--- src/rtl/lebug_cfg_pkg.sv ---
// Shared definitions for the instrumentation reconfiguration bus.
// Receivers import this too, so no real PERSONAL_CONFIG_ID ever equals NO_CONFIG_ID.
package lebug_cfg_pkg;

   localparam int CFG_ID_W   = 8;
   localparam int CFG_DATA_W = 8;

   localparam logic [CFG_ID_W-1:0] NO_CONFIG_ID = 8'hFF;

   typedef enum logic [1:0] {
      IDLE,
      QUIESCE,
      LOAD,
      SETTLE
   } cfg_state_t;

   function automatic int max3(input int a, input int b, input int c);
      int m;
      m = (a > b) ? a : b;
      return (m > c) ? m : c;
   endfunction

endpackage

--- src/rtl/cfg_down_counter.sv ---
// Loadable down counter that saturates at zero; load takes priority over decrement.
module cfg_down_counter #(
   parameter int WIDTH = 4
) (
   input  logic             clk,
   input  logic             rst_n,
   input  logic             load,
   input  logic [WIDTH-1:0] load_value,
   input  logic             dec,
   output logic [WIDTH-1:0] count
);

   logic [WIDTH-1:0] count_reg;

   always_ff @(posedge clk) begin
      if (!rst_n) begin
         count_reg <= '0;
      end else if (load) begin
         count_reg <= load_value;
      end else if (dec && (count_reg != '0)) begin
         count_reg <= count_reg - WIDTH'(1);
      end
   end

   assign count = count_reg;

endmodule

--- src/rtl/config_loader.sv ---
// Reconfiguration sequencer: drops tracing, drains the pipeline, streams host
// (id, data) entries onto the config bus with a fixed hold, settles, resumes tracing.
module config_loader
   import lebug_cfg_pkg::*;
#(
   parameter int QUIESCE_CYCLES = 4,
   parameter int HOLD_CYCLES    = 1,
   parameter int SETTLE_CYCLES  = 2
) (
   input  logic                  clk,
   input  logic                  rst_n,
   input  logic                  start,
   input  logic                  fw_valid,
   output logic                  fw_ready,
   input  logic [CFG_ID_W-1:0]   fw_id,
   input  logic [CFG_DATA_W-1:0] fw_data,
   input  logic                  fw_last,
   output logic                  tracing,
   output logic [CFG_ID_W-1:0]   configId,
   output logic [CFG_DATA_W-1:0] configData,
   output logic                  busy,
   output logic                  done,
   output logic                  err
);

   localparam int CNT_W = $clog2(max3(QUIESCE_CYCLES, HOLD_CYCLES, SETTLE_CYCLES) + 1);
   localparam logic [CNT_W-1:0] QUIESCE_LOAD = CNT_W'(QUIESCE_CYCLES);
   localparam logic [CNT_W-1:0] HOLD_LOAD    = CNT_W'(HOLD_CYCLES);
   localparam logic [CNT_W-1:0] SETTLE_LOAD  = CNT_W'(SETTLE_CYCLES);
   localparam logic [CNT_W-1:0] CNT_ONE      = CNT_W'(1);

   cfg_state_t            state_reg, state_next;
   logic                  tracing_reg, tracing_next;
   logic [CFG_ID_W-1:0]   config_id_reg, config_id_next;
   logic [CFG_DATA_W-1:0] config_data_reg, config_data_next;
   logic                  done_reg, done_next;
   logic                  err_reg, err_next;
   logic                  closed_reg, closed_next;

   logic                  phase_load;
   logic [CNT_W-1:0]      phase_value;
   logic                  phase_dec;
   logic [CNT_W-1:0]      phase_count;
   logic                  hold_load;
   logic [CNT_W-1:0]      hold_count;
   logic                  hold_ending;
   logic                  handshake;

   // One phase counter serves both QUIESCE and SETTLE since they never overlap.
   cfg_down_counter #(.WIDTH(CNT_W)) u_phase_cnt (
      .clk        (clk),
      .rst_n      (rst_n),
      .load       (phase_load),
      .load_value (phase_value),
      .dec        (phase_dec),
      .count      (phase_count)
   );

   cfg_down_counter #(.WIDTH(CNT_W)) u_hold_cnt (
      .clk        (clk),
      .rst_n      (rst_n),
      .load       (hold_load),
      .load_value (HOLD_LOAD),
      .dec        (1'b1),
      .count      (hold_count)
   );

   // Accepting in the last hold cycle lets back-to-back entries abut with no idle gap.
   assign hold_ending = (hold_count <= CNT_ONE);
   assign fw_ready    = (state_reg == LOAD) && !closed_reg && hold_ending;
   assign handshake   = fw_valid && fw_ready;
   assign busy        = (state_reg != IDLE);

   always_ff @(posedge clk) begin
      if (!rst_n) begin
         state_reg       <= IDLE;
         tracing_reg     <= 1'b1;
         config_id_reg   <= NO_CONFIG_ID;
         config_data_reg <= '0;
         done_reg        <= 1'b0;
         err_reg         <= 1'b0;
         closed_reg      <= 1'b0;
      end else begin
         state_reg       <= state_next;
         tracing_reg     <= tracing_next;
         config_id_reg   <= config_id_next;
         config_data_reg <= config_data_next;
         done_reg        <= done_next;
         err_reg         <= err_next;
         closed_reg      <= closed_next;
      end
   end

   always_comb begin
      state_next       = state_reg;
      tracing_next     = tracing_reg;
      config_id_next   = NO_CONFIG_ID;
      config_data_next = '0;
      done_next        = 1'b0;
      err_next         = err_reg;
      closed_next      = closed_reg;
      phase_load       = 1'b0;
      phase_value      = QUIESCE_LOAD;
      phase_dec        = 1'b0;
      hold_load        = 1'b0;

      case (state_reg)
         IDLE: begin
            if (start) begin
               state_next   = QUIESCE;
               tracing_next = 1'b0;
               err_next     = 1'b0;
               closed_next  = 1'b0;
               phase_load   = 1'b1;
               phase_value  = QUIESCE_LOAD;
            end
         end
         QUIESCE: begin
            phase_dec = 1'b1;
            if (phase_count <= CNT_ONE) begin
               state_next = LOAD;
            end
         end
         LOAD: begin
            if (handshake) begin
               if (fw_last) begin
                  closed_next = 1'b1;
               end
               // A reserved id is swallowed: flag it, leave the bus idle, occupy no hold slot.
               if (fw_id == NO_CONFIG_ID) begin
                  err_next = 1'b1;
               end else begin
                  config_id_next   = fw_id;
                  config_data_next = fw_data;
                  hold_load        = 1'b1;
               end
            end else if (!hold_ending) begin
               config_id_next   = config_id_reg;
               config_data_next = config_data_reg;
            end
            if (closed_reg && hold_ending) begin
               state_next  = SETTLE;
               phase_load  = 1'b1;
               phase_value = SETTLE_LOAD;
            end
         end
         SETTLE: begin
            phase_dec = 1'b1;
            if (phase_count <= CNT_ONE) begin
               state_next   = IDLE;
               tracing_next = 1'b1;
               done_next    = 1'b1;
            end
         end
         default: begin
            state_next = IDLE;
         end
      endcase
   end

   assign tracing    = tracing_reg;
   assign configId   = config_id_reg;
   assign configData = config_data_reg;
   assign done       = done_reg;
   assign err        = err_reg;

endmodule

--- config.mk ---
export PLATFORM = sky130hd
export DESIGN_NAME = config_loader
export DESIGN_NICKNAME = d
export VERILOG_FILES = /design/src/rtl/lebug_cfg_pkg.sv /design/src/rtl/cfg_down_counter.sv /design/src/rtl/config_loader.sv
export SDC_FILE = /design/constraint.sdc
export NUM_CORES = 1
export LEC_CHECK = 0
export ABC_CLOCK_PERIOD_IN_PS = 3360
export CORE_MARGIN = 3
export CORE_UTILIZATION = 45
export DETAILED_ROUTE_END_ITERATION = 8
export PLACE_DENSITY = 0.86
export RECOVER_POWER = 50
export SLEW_MARGIN = 20
export SYNTH_ARGS = -nofsm -noshare
export SYNTH_HDL_FRONTEND = slang
export SYNTH_SLANG_ARGS = --single-unit
--- constraint.sdc ---
create_clock -name clk -period 3.36 [get_ports clk]
set_clock_uncertainty 0.15 [all_clocks]
set_input_delay 1.008 -clock clk [delete_from_list [all_inputs] [get_ports clk]]
set_output_delay 1.008 -clock clk [all_outputs]
set_load 0.01 [all_outputs]
==> metrics.md <==
| Metric | Value |
|---|---|
| Clock Latency Late Sink | around 0.33 ns |
| TNS Setup | 0 ns |
| VDD IR max | 0.493 mV |
| Max Cap Viol | 0 |
| Synthesized area per cell | approximately 9 µm² |
| Die W | around 60 µm |
| Via count | between 1k and 1.5k |
| Num CTS Buffers | 3 |
| Core box area | approximately 2600 µm² |
| N_diodes | 0 |
| Synth Area in Compound Gates | 19.1% |
| Share of cells above drive strength 1 | under 10% |
| Yosys top cell area share | a little over two fifths |
| Detailed-route wire length per cell | ~14 µm |
| Kind of critical path | reg -> out |
| Yosys cell types | 35 |
| Iteration count of the initial detailed-routing pass | 4 |
| CTS tree | yes |
| Relative slew slack | 62.2% |
| Minimum clock period after layout | roughly 2.8 ns |
| Synth Net Count | roughly 180 |
| XOR/XNOR Fraction of Synth Area | 1.34% |
| IO Count | between 40 and 50 |
| Tightest Pin Transition | about 0.57 ns |
| Root Buffer | clkbuf_4 |
| Period utilization | about 84% |
| Fmax | between 0.3 and 0.4 GHz |
| Die area | 3590 µm² |
| Detailed placement HPWL | 2380 µm |
| Initial antenna violation count | 0 |
| Final instance area | approximately 1800 µm² |
| Clock-pin slew on the worst setup and hold paths | roughly 0.15 ns |
| Worst min-delay path category | reg -> reg |
| Clock net sink count | 28 |
| CTS Buffer Depth | 2 |
| Cell Pwr Density | ~600 nW/µm² |
| Final setup violation count | 0 |
| DRC errors left | 0 |
| Seq cells post-synth | 28 |
| Post-synthesis mux area share | under 10% |
| Port-buffer cells | just over 40 |
| First-pass GRT wire length | between 5000 and 6000 µm |
| Largest net degree at the start of global routing | 17 |
| Vias per cell | roughly 5.5 |
| Post-Syn Instances | 145 |
| Total grt overflow | 0 |
| Final WL | 3100 µm |
| Hold Vio Cnt, Final | 0 |
| Hold Path Sink | configData[4]$_SDFFE_PN0P_ |
| Routability cong. | 0.720 |
| Status | finished, final reports clean |
| Post-layout util | between 60% and 70% |
| Initial Util | between 50 and 60% |
| Post-layout nets | around 220 |
| Adder and majority gate portion of the synthesized area | about a tenth |
| Final Max Tran Viols | 0 |
| Commonest non-fill, non-tap cell in the layout | clkdlybuf4s50_1 |
| R2R cell count | 6 |
| Post-route insts no fill | about 210 |
| Reg-to-reg slack, setup | about 1.1 ns |
| # rows | 18 |
| H-tree depth | 1 |
| Worst Path Required | approximately 2.2 ns |
| Initial drt markers | 34 |
| Largest area contributor in the netlist | dfxtp_1 |
| Min-delay src | configData[4]$_SDFFE_PN0P_ |
| RSZ-0062 raised after global routing | no |
| Main combinational cell family by area after synthesis | simple AND/OR/NAND/NOR gates |
| Leak | between 0.6 and 0.7 nW |
| CP Capture Type | primary output |
| Number of global-route vias before repair | 1185 |
| Seq/Total Area, Yosys | 42.8% |
| Synth warnings | 0 |
| Die Span Y | 59.9 µm |
| Cell count of the worst hold path | 2 |
| DP Area | about 1700 µm² |
| Critical path arrival | ~1.7 ns |
| Ranking of synthesized cells by area | dfxtp_1, ha_1, nand2_1 |
| Worst r2r dst | u_hold_cnt.count[2]$_SDFFE_PP0P_ |
| Total GRT Usage | a little under a fifth |
| RR Startpoint | state_reg[0]$_SDFFE_PN0P_ |
| Routed Antenna Nets | 0 |
| Mapped Area | about 1300 µm² |
| # fillers | 222 |
| Crit start category | flop |
| Setup repair bufs after CTS | 0 |
| Commonest cells after routing, fill and taps aside | clkdlybuf4s50_1, dfxtp_1, nand2_1 |
| Area growth syn-to-layout | 36.8% |
| Placed Cells | between 200 and 250 |
| Post-synthesis simple-gate area fraction | 19.5% |
| Max FO, Critical Path | 7 |
[power by group]
part,switching (mW),leakage [nW],internal [mW]
registers,0.0407,0.228,0.372
logic,0.234,0.438,0.205
clock network,0.101,0.0279,0.121
[cells in the mapped netlist]
library cell,n
mux2_2,1
ha_1,11
or3_1,1
a32oi_1,8
buf_6,1
nand4b_1,1
and4_1,1
clkbuf_1,3
o21ai_0,3
and3_1,2
or2_1,1
a21boi_1,3
dfxtp_1,28
buf_2,2
and2_1,3
o211a_1,1
o21ba_2,1
and4bb_1,1
mux2i_1,1
nand2_1,19
xnor2_1,2
a21oi_1,3
o21ai_1,3
o211ai_1,2
buf_1,1
nand4_1,4
o22ai_1,8
nor2b_1,1
nand2b_1,3
nand3b_1,1
o21bai_2,1
a41oi_1,1
nor2_1,14
o21bai_1,1
inv_1,8
[metrics by stage]
step                hold slack [ns]  setup slack (ns)  power (mW)
finish                        0.360             0.522        1.07
global route                  0.399             0.367        1.15
CTS                           0.369             0.125        1.07
detailed placement            0.328             0.523       0.846
global placement              0.320             0.604       0.818
floorplan                     0.318              1.01       0.719
[critical path, cell delays in order, from the launching register on]
cell	delay, ns
dfxtp_1	0.40
inv_1	0.10
ha_1	0.18
o21bai_2	0.24
nor2b_4	0.16
nand2_1	0.07
nor2_1	0.04
dlymetal6s2s_1	0.17
[layer usage]
layer  track usage, %  wire (µm)
met1             20.7       1250
met2             35.2       1620
met3             2.38        189
met4             6.01         42
met5                0          0
[cell families after synthesis]
family                   after synthesis
adder cells (fa/ha/maj)               11
AO/OA/AOI/OAI                         35
flip-flops                            28
XOR/XNOR                               2
AND/OR/NAND/NOR                       52
buffers and inverters                 15
multiplexers                           2
[final cells by class]
cell class / instances / area [µm²] / area share (%)
Inverter: 8 / 30.0 / 1.68
Multi-Input combinational cell: 102 / 689 / 38.5
Tap cell: 30 / 37.5 / 2.10
Timing Repair Buffer: 42 / 420 / 23.5
Clock inverter: 1 / 30.0 / 1.68
Sequential cell: 28 / 561 / 31.3
Clock buffer: 3 / 22.5 / 1.26
[worst max-delay path by stage]
stage	startpoint	endpoint	slack [ns]	depth (start not counted)
finish	u_hold_cnt.count[1]$_SDFFE_PP0P_	fw_ready	0.52	7
global route	u_hold_cnt.count[1]$_SDFFE_PP0P_	fw_ready	0.37	7
CTS	u_hold_cnt.count[1]$_SDFFE_PP0P_	fw_ready	0.13	7
detailed placement	u_hold_cnt.count[1]$_SDFFE_PP0P_	fw_ready	0.52	7
global placement	u_hold_cnt.count[1]$_SDFFE_PP0P_	fw_ready	0.60	7
floorplan	u_hold_cnt.count[0]$_SDFFE_PN0P_	fw_ready	1.01	6
[repair_timing]
| action | 4_1_cts | 5_1_grt |
|---|---|---|
| endpoints found under the setup margin | 0 | 1 |
| gates resized for setup | 0 | 3 |
| hold buffers | 0 | 0 |
| hold endpoints to repair | 0 | 0 |
No activity file was read; power rests on OpenSTA's default activity.
